**src/rtl/mbist_seq_gen.sv**
```systemverilog
`default_nettype none
// ============================================================================
//  Module   : mbist_seq_gen
//  Purpose  : March C- sequence generator and read-data checker for the MBIST
//             controller. Tracks the element/op/address/background position,
//             drives the SRAM port and latches the first failing address.
//             BIST_DATA_WD must be a multiple of 8.
//  Revision : 1.0  initial release
// ============================================================================
module mbist_seq_gen #(
  parameter int                       BIST_ADDR_WD    = 9,
  parameter int                       BIST_DATA_WD    = 32,
  parameter logic [BIST_ADDR_WD-1:0]  BIST_ADDR_START = 9'h000,
  parameter logic [BIST_ADDR_WD-1:0]  BIST_ADDR_END   = 9'h1F8
) (
  input  logic                     clk,
  input  logic                     rst_n,
  input  logic                     bist_run,
  input  logic                     cmd_phase,
  input  logic                     cmp_phase,
  input  logic                     run_op,
  input  logic                     run_addr,
  input  logic                     run_sti,
  input  logic                     run_pat,
  input  logic [BIST_DATA_WD-1:0]  mem_rdata,
  output logic                     last_op,
  output logic                     last_addr,
  output logic                     last_sti,
  output logic                     last_pat,
  output logic                     op_reverse,
  output logic                     mem_req,
  output logic                     mem_we,
  output logic [BIST_ADDR_WD-1:0]  mem_addr,
  output logic [BIST_DATA_WD-1:0]  mem_wdata,
  output logic                     bist_error,
  output logic [BIST_ADDR_WD-1:0]  err_addr
);

  localparam int         c_NUM_BYTES = BIST_DATA_WD / 8;
  localparam logic [2:0] c_STI_LAST  = 3'd5;
  localparam logic [1:0] c_PAT_LAST  = 2'd3;

  logic [BIST_ADDR_WD-1:0] r_addr;
  logic                    r_op_idx;
  logic [2:0]              r_sti_idx;
  logic [1:0]              r_pat_idx;
  logic                    r_bist_error;
  logic [BIST_ADDR_WD-1:0] r_err_addr;

  logic                    w_dir_up;     // current element walks upward
  logic                    w_nxt_up;     // following element walks upward
  logic                    w_two_ops;    // element has two ops (r,w)
  logic                    w_is_wr;      // current op is a write
  logic                    w_inv;        // current op uses ~background
  logic [7:0]              w_bg_byte;
  logic [BIST_DATA_WD-1:0] w_bg;
  logic [BIST_DATA_WD-1:0] w_op_data;
  logic                    w_mismatch;

  // Decode the fixed March C- element table for the current element/op
  always_comb begin
    w_dir_up  = 1'b1;
    w_nxt_up  = 1'b1;
    w_two_ops = 1'b1;
    w_is_wr   = 1'b0;
    w_inv     = 1'b0;
    case (r_sti_idx)
      3'd0: begin            // up (w0)
        w_two_ops = 1'b0;
        w_is_wr   = 1'b1;
      end
      3'd1: begin            // up (r0, w1)
        w_is_wr = r_op_idx;
        w_inv   = r_op_idx;
      end
      3'd2: begin            // up (r1, w0), next element goes down
        w_is_wr  = r_op_idx;
        w_inv    = ~r_op_idx;
        w_nxt_up = 1'b0;
      end
      3'd3: begin            // down (r0, w1)
        w_dir_up = 1'b0;
        w_nxt_up = 1'b0;
        w_is_wr  = r_op_idx;
        w_inv    = r_op_idx;
      end
      3'd4: begin            // down (r1, w0), next element goes up
        w_dir_up = 1'b0;
        w_is_wr  = r_op_idx;
        w_inv    = ~r_op_idx;
      end
      3'd5: begin            // up (r0)
        w_two_ops = 1'b0;
      end
      default: begin
      end
    endcase
  end

  // Select the data background byte for the current pattern
  always_comb begin
    w_bg_byte = 8'h00;
    case (r_pat_idx)
      2'd0:    w_bg_byte = 8'h00;
      2'd1:    w_bg_byte = 8'h55;
      2'd2:    w_bg_byte = 8'h33;
      default: w_bg_byte = 8'h0F;
    endcase
  end

  assign w_bg      = {c_NUM_BYTES{w_bg_byte}};
  assign w_op_data = w_inv ? ~w_bg : w_bg;

  // Terminal-count and direction status for the control FSM
  assign last_op    = w_two_ops ? r_op_idx : ~r_op_idx;
  assign last_addr  = w_dir_up ? (r_addr == BIST_ADDR_END) : (r_addr == BIST_ADDR_START);
  assign last_sti   = (r_sti_idx == c_STI_LAST);
  assign last_pat   = (r_pat_idx == c_PAT_LAST);
  assign op_reverse = (w_dir_up != w_nxt_up);

  // SRAM drive follows the current position directly
  assign mem_req   = cmd_phase;
  assign mem_we    = cmd_phase & w_is_wr;
  assign mem_addr  = r_addr;
  assign mem_wdata = w_op_data;

  assign w_mismatch = cmp_phase & ~w_is_wr & (mem_rdata != w_op_data);

  // Sequence position; a reversal (run_sti without run_addr) keeps the address
  always_ff @(posedge clk or negedge rst_n) begin
    if (!rst_n) begin
      r_addr    <= BIST_ADDR_START;
      r_op_idx  <= 1'b0;
      r_sti_idx <= 3'd0;
      r_pat_idx <= 2'd0;
    end else if (!bist_run) begin
      r_addr    <= BIST_ADDR_START;
      r_op_idx  <= 1'b0;
      r_sti_idx <= 3'd0;
      r_pat_idx <= 2'd0;
    end else begin
      if (run_op) begin
        r_op_idx <= last_op ? 1'b0 : (r_op_idx + 1'b1);
      end
      if (run_addr) begin
        if (last_addr) begin
          r_addr <= w_nxt_up ? BIST_ADDR_START : BIST_ADDR_END;
        end else if (w_dir_up) begin
          r_addr <= r_addr + 1'b1;
        end else begin
          r_addr <= r_addr - 1'b1;
        end
      end
      if (run_sti) begin
        r_sti_idx <= last_sti ? 3'd0 : (r_sti_idx + 3'd1);
      end
      if (run_pat) begin
        r_pat_idx <= last_pat ? 2'd0 : (r_pat_idx + 2'd1);
      end
    end
  end

  // Sticky error flag with first-failing-address capture
  always_ff @(posedge clk or negedge rst_n) begin
    if (!rst_n) begin
      r_bist_error <= 1'b0;
      r_err_addr   <= '0;
    end else if (!bist_run) begin
      r_bist_error <= 1'b0;
      r_err_addr   <= '0;
    end else if (w_mismatch) begin
      r_bist_error <= 1'b1;
      if (!r_bist_error) begin
        r_err_addr <= r_addr;
      end
    end
  end

  assign bist_error = r_bist_error;
  assign err_addr   = r_err_addr;

endmodule
`default_nettype wire

```
**config.mk**
```make
export PLATFORM = sky130hd
export DESIGN_NAME = mbist_seq_gen
export DESIGN_NICKNAME = d
export VERILOG_FILES = /design/src/rtl/mbist_seq_gen.sv
export SDC_FILE = /design/constraint.sdc
export NUM_CORES = 1
export LEC_CHECK = 0
export ABC_AREA = 1
export ABC_CLOCK_PERIOD_IN_PS = 3650
export CAP_MARGIN = 20
export CORE_ASPECT_RATIO = 1.75
export CORE_MARGIN = 5
export CORE_UTILIZATION = 45
export DETAILED_ROUTE_END_ITERATION = 6
export HOLD_SLACK_MARGIN = 0.03
export PLACE_DENSITY = 0.81
export SYNTH_ARGS = -nofsm -noshare
export SYNTH_HDL_FRONTEND = slang
export SYNTH_SLANG_ARGS = --single-unit
```
**constraint.sdc**
```tcl
create_clock -name clk -period 3.65 [get_ports clk]
set_input_delay 0.365 -clock clk [delete_from_list [all_inputs] [get_ports clk]]
set_output_delay 0.365 -clock clk [all_outputs]
set_load 0.03 [all_outputs]
```
==> results.py <==
metrics = {
    "outcome": {
        "status": "complete, no violations",
    },
    "placement": {
        "dp_hpwl_um": 6180,
        "port_buffers": 98,
        "place_area_sq_mm": 0.00357,
        "dp.cells": 579,
        "gp_congestion": 0.942,
    },
    "setup_path": {
        "cp-start-kind": "flip-flop",
        "critPathArrivalTime_ps": 2770,
        "required_ps": 3280,
        "crit_path_max_fanout": 17,
        "criticalPathCategory": "flip-flop to output port",
        "cp-end-kind": "output port",
    },
    "sta": {
        "rsz0062_at_grt": "no",
        "timing.final.hold_violations": 0,
        "maxSlewHeadroom": 0.702,
        "worst_slew_pin_slew_ps": 445,
        "drv_slew": 0,
        "period_share": 0.859,
        "setup_viol": 0,
        "worst_clock_skew_ps": 2.41,
        "min_period_ps": 3130,
        "max_freq_mhz": 319,
        "fin_setup_tns_ps": 0,
    },
    "floorplan": {
        "pin_count": 99,
        "start_util": 0.465,
        "die_h_um": 113,
        "die_w_um": 68.9,
        "core_sq_mm": 0.00588,
        "die-area_sq_mm": 0.00779,
        "row_count": 37,
    },
    "grt": {
        "grt_pass1_vias": 2869,
        "grt_start_max_net_pins": 26,
        "antenna_found_initial": 0,
        "grt_pass1_wl_um": 12600,
        "grt-ovfl-total": 0,
        "grt_util_all_layers": 0.204,
    },
    "routing": {
        "viasPerCell": 4.99,
        "ant_nets": 0,
        "vias": 2908,
        "drtIter0Drc": 207,
        "routed_wl_um": 7690,
        "remaining_drc_errors": 0,
        "avgRoutedWirePerCell_um": 13.2,
        "drt_pre_antenna_iters": 5,
    },
    "clock_tree": {
        "cts.clk_slew.worst_paths_ps": 90,
        "numCtsBuffers": 3,
        "cts_tree": "built",
        "cts_resized": 0,
        "cts_htree_levels": 1,
        "clkLatencyLatePin_ps": 280,
        "ctsHoldBuffers": 0,
        "clock_path_buffers": 2,
        "clkSinkCount": 25,
        "root_buffer": "clkbuf_8",
        "post_cts_buffers": 0,
    },
    "synthesis": {
        "synth.top_cell.area_share": 0.229,
        "ys_types": 32,
        "synth_area_leaders": "dfrtp_1 23%, nand2_1 20%, inv_1 9.8%",
        "ys_seq_elements": 25,
        "synth.yosys.warnings": 0,
        "syn_nets": 489,
        "seq_area_frac_synth": 0.229,
        "netlist_area_sq_mm": 0.00273,
        "synth.avg_cell_area_sq_um": 6.29,
        "postSynthCellCount": 434,
        "synth_top_area_cell": "dfrtp_1",
    },
    "run": {
        "cap_violations": 0,
    },
    "pwr": {
        "power_density_mw_per_mm2": 430,
        "peakVddDrop_mv": 0.443,
        "p_leak_uw": 0.00193,
        "total_power_uw": 1560,
    },
    "final_layout": {
        "fin_area_sq_mm": 0.00362,
        "ff_latch_area_sq_um": 626,
        "fillers": 570,
        "layout_commonest_cell": "nand2_1",
        "multi_input_area_sq_mm": 0.00158,
        "stdcell_count": 583,
        "diodes": 0,
        "drive_gt1_frac": 0.0495,
        "final_cell_mix": "146 x nand2_1, 98 x clkdlybuf4s50_1, 71 x inv_1",
        "area_growth_pct": 32.5,
        "layout.nets": 561,
    },
    "worst_hold_path": {
        "worst_hold_path_type": "primary input to async pin",
    },
}
## cell usage after synthesis (all sizes together)
cell type / n
o22ai: 2
xnor2: 5
xor2: 2
nand4: 2
o21ai: 18
mux2i: 1
o31ai: 1
and2: 1
or2: 2
nor3: 2
o32ai: 1
buf: 31
a211oi: 1
nand3b: 15
ha: 13
inv: 72
nor2: 19
a21oi: 10
dfrtp: 25
clkbuf: 2
fa: 1
a21o: 1
nand3: 50
nand2: 157
## worst max-delay path, stage by stage (launching register included)
cell,delay [ps]
dfrtp_1,430
nand2_1,100
inv_1,60
ha_1,190
nor2_1,180
nand2_4,170
nand2_4,240
nand2_1,170
nand2_1,220
clkdlybuf4s50_1,720
## cell type report
cell class / count / share of cell area
Inverter: 72 / 0.0747
Tap cell: 78 / 0.0270
Multi-Input combinational cell: 304 / 0.438
Clock buffer: 4 / 0.0124
Sequential cell: 25 / 0.173
Timing Repair Buffer: 100 / 0.275
## stage by stage
stage          utilization  worst slack, ps  hold slack, ps
3_3_place_gp         0.608              827             496
2_1_floorplan            -             1080            69.4
5_1_grt              0.615              304             484
6_report             0.615              516             437
4_1_cts              0.615              511             463
3_5_place_dp         0.608              710             494
## cell families after synthesis
| kind of cell | Yosys count | share of synthesized area |
|---|---|---|
| and+or+nand+nor | 248 | 0.420 |
| buffers and inverters | 105 | 0.191 |
| AOI/OAI and AO/OA | 34 | 0.0673 |
| DFF | 25 | 0.229 |
| adders and majority gates | 14 | 0.0669 |
| xor gates and xnor gates | 7 | 0.0224 |
| muxes | 1 | 0.00366 |
## worst paths after layout
check                                   from       endpoint  slack [ps]  cells after the start
worst max-delay path            r_sti_idx[1]  mem_wdata[14]         520                      9
worst min-delay path                   rst_n    mem_addr[7]         440                      2
worst max register to register  r_sti_idx[1]    mem_addr[8]         670                     16
worst min register to register   err_addr[5]    err_addr[5]         510                      2
max in group asynchronous              rst_n    err_addr[8]        2960                      2
min in group clk                 err_addr[5]    err_addr[5]         510                      2
## routing by layer
metal	part of all wire	GRT usage	vias up
li1	-	-	1468
met1	0.37	0.217	1319
met2	0.53	0.376	100
met3	0.063	0.0308	21
met4	0.036	0.0911	0
met5	0	0	-
## sequential cells by signal (all words and copies together), names as in the netlist
name and count:
err_addr 9, r_sti_idx 3, r_op_idx 1, r_pat_idx 2, mem_addr 9, bist_error 1
## power breakdown
group	internal [uW]	leakage, uW	total, uW	switching (uW)
registers	325	0.000338	385	59.7
logic	394	0.00156	999	604
clock network	78.6	0.0000228	174	95.0
total	798	0.00193	1560	759
Power figures use the tool's default switching activity.
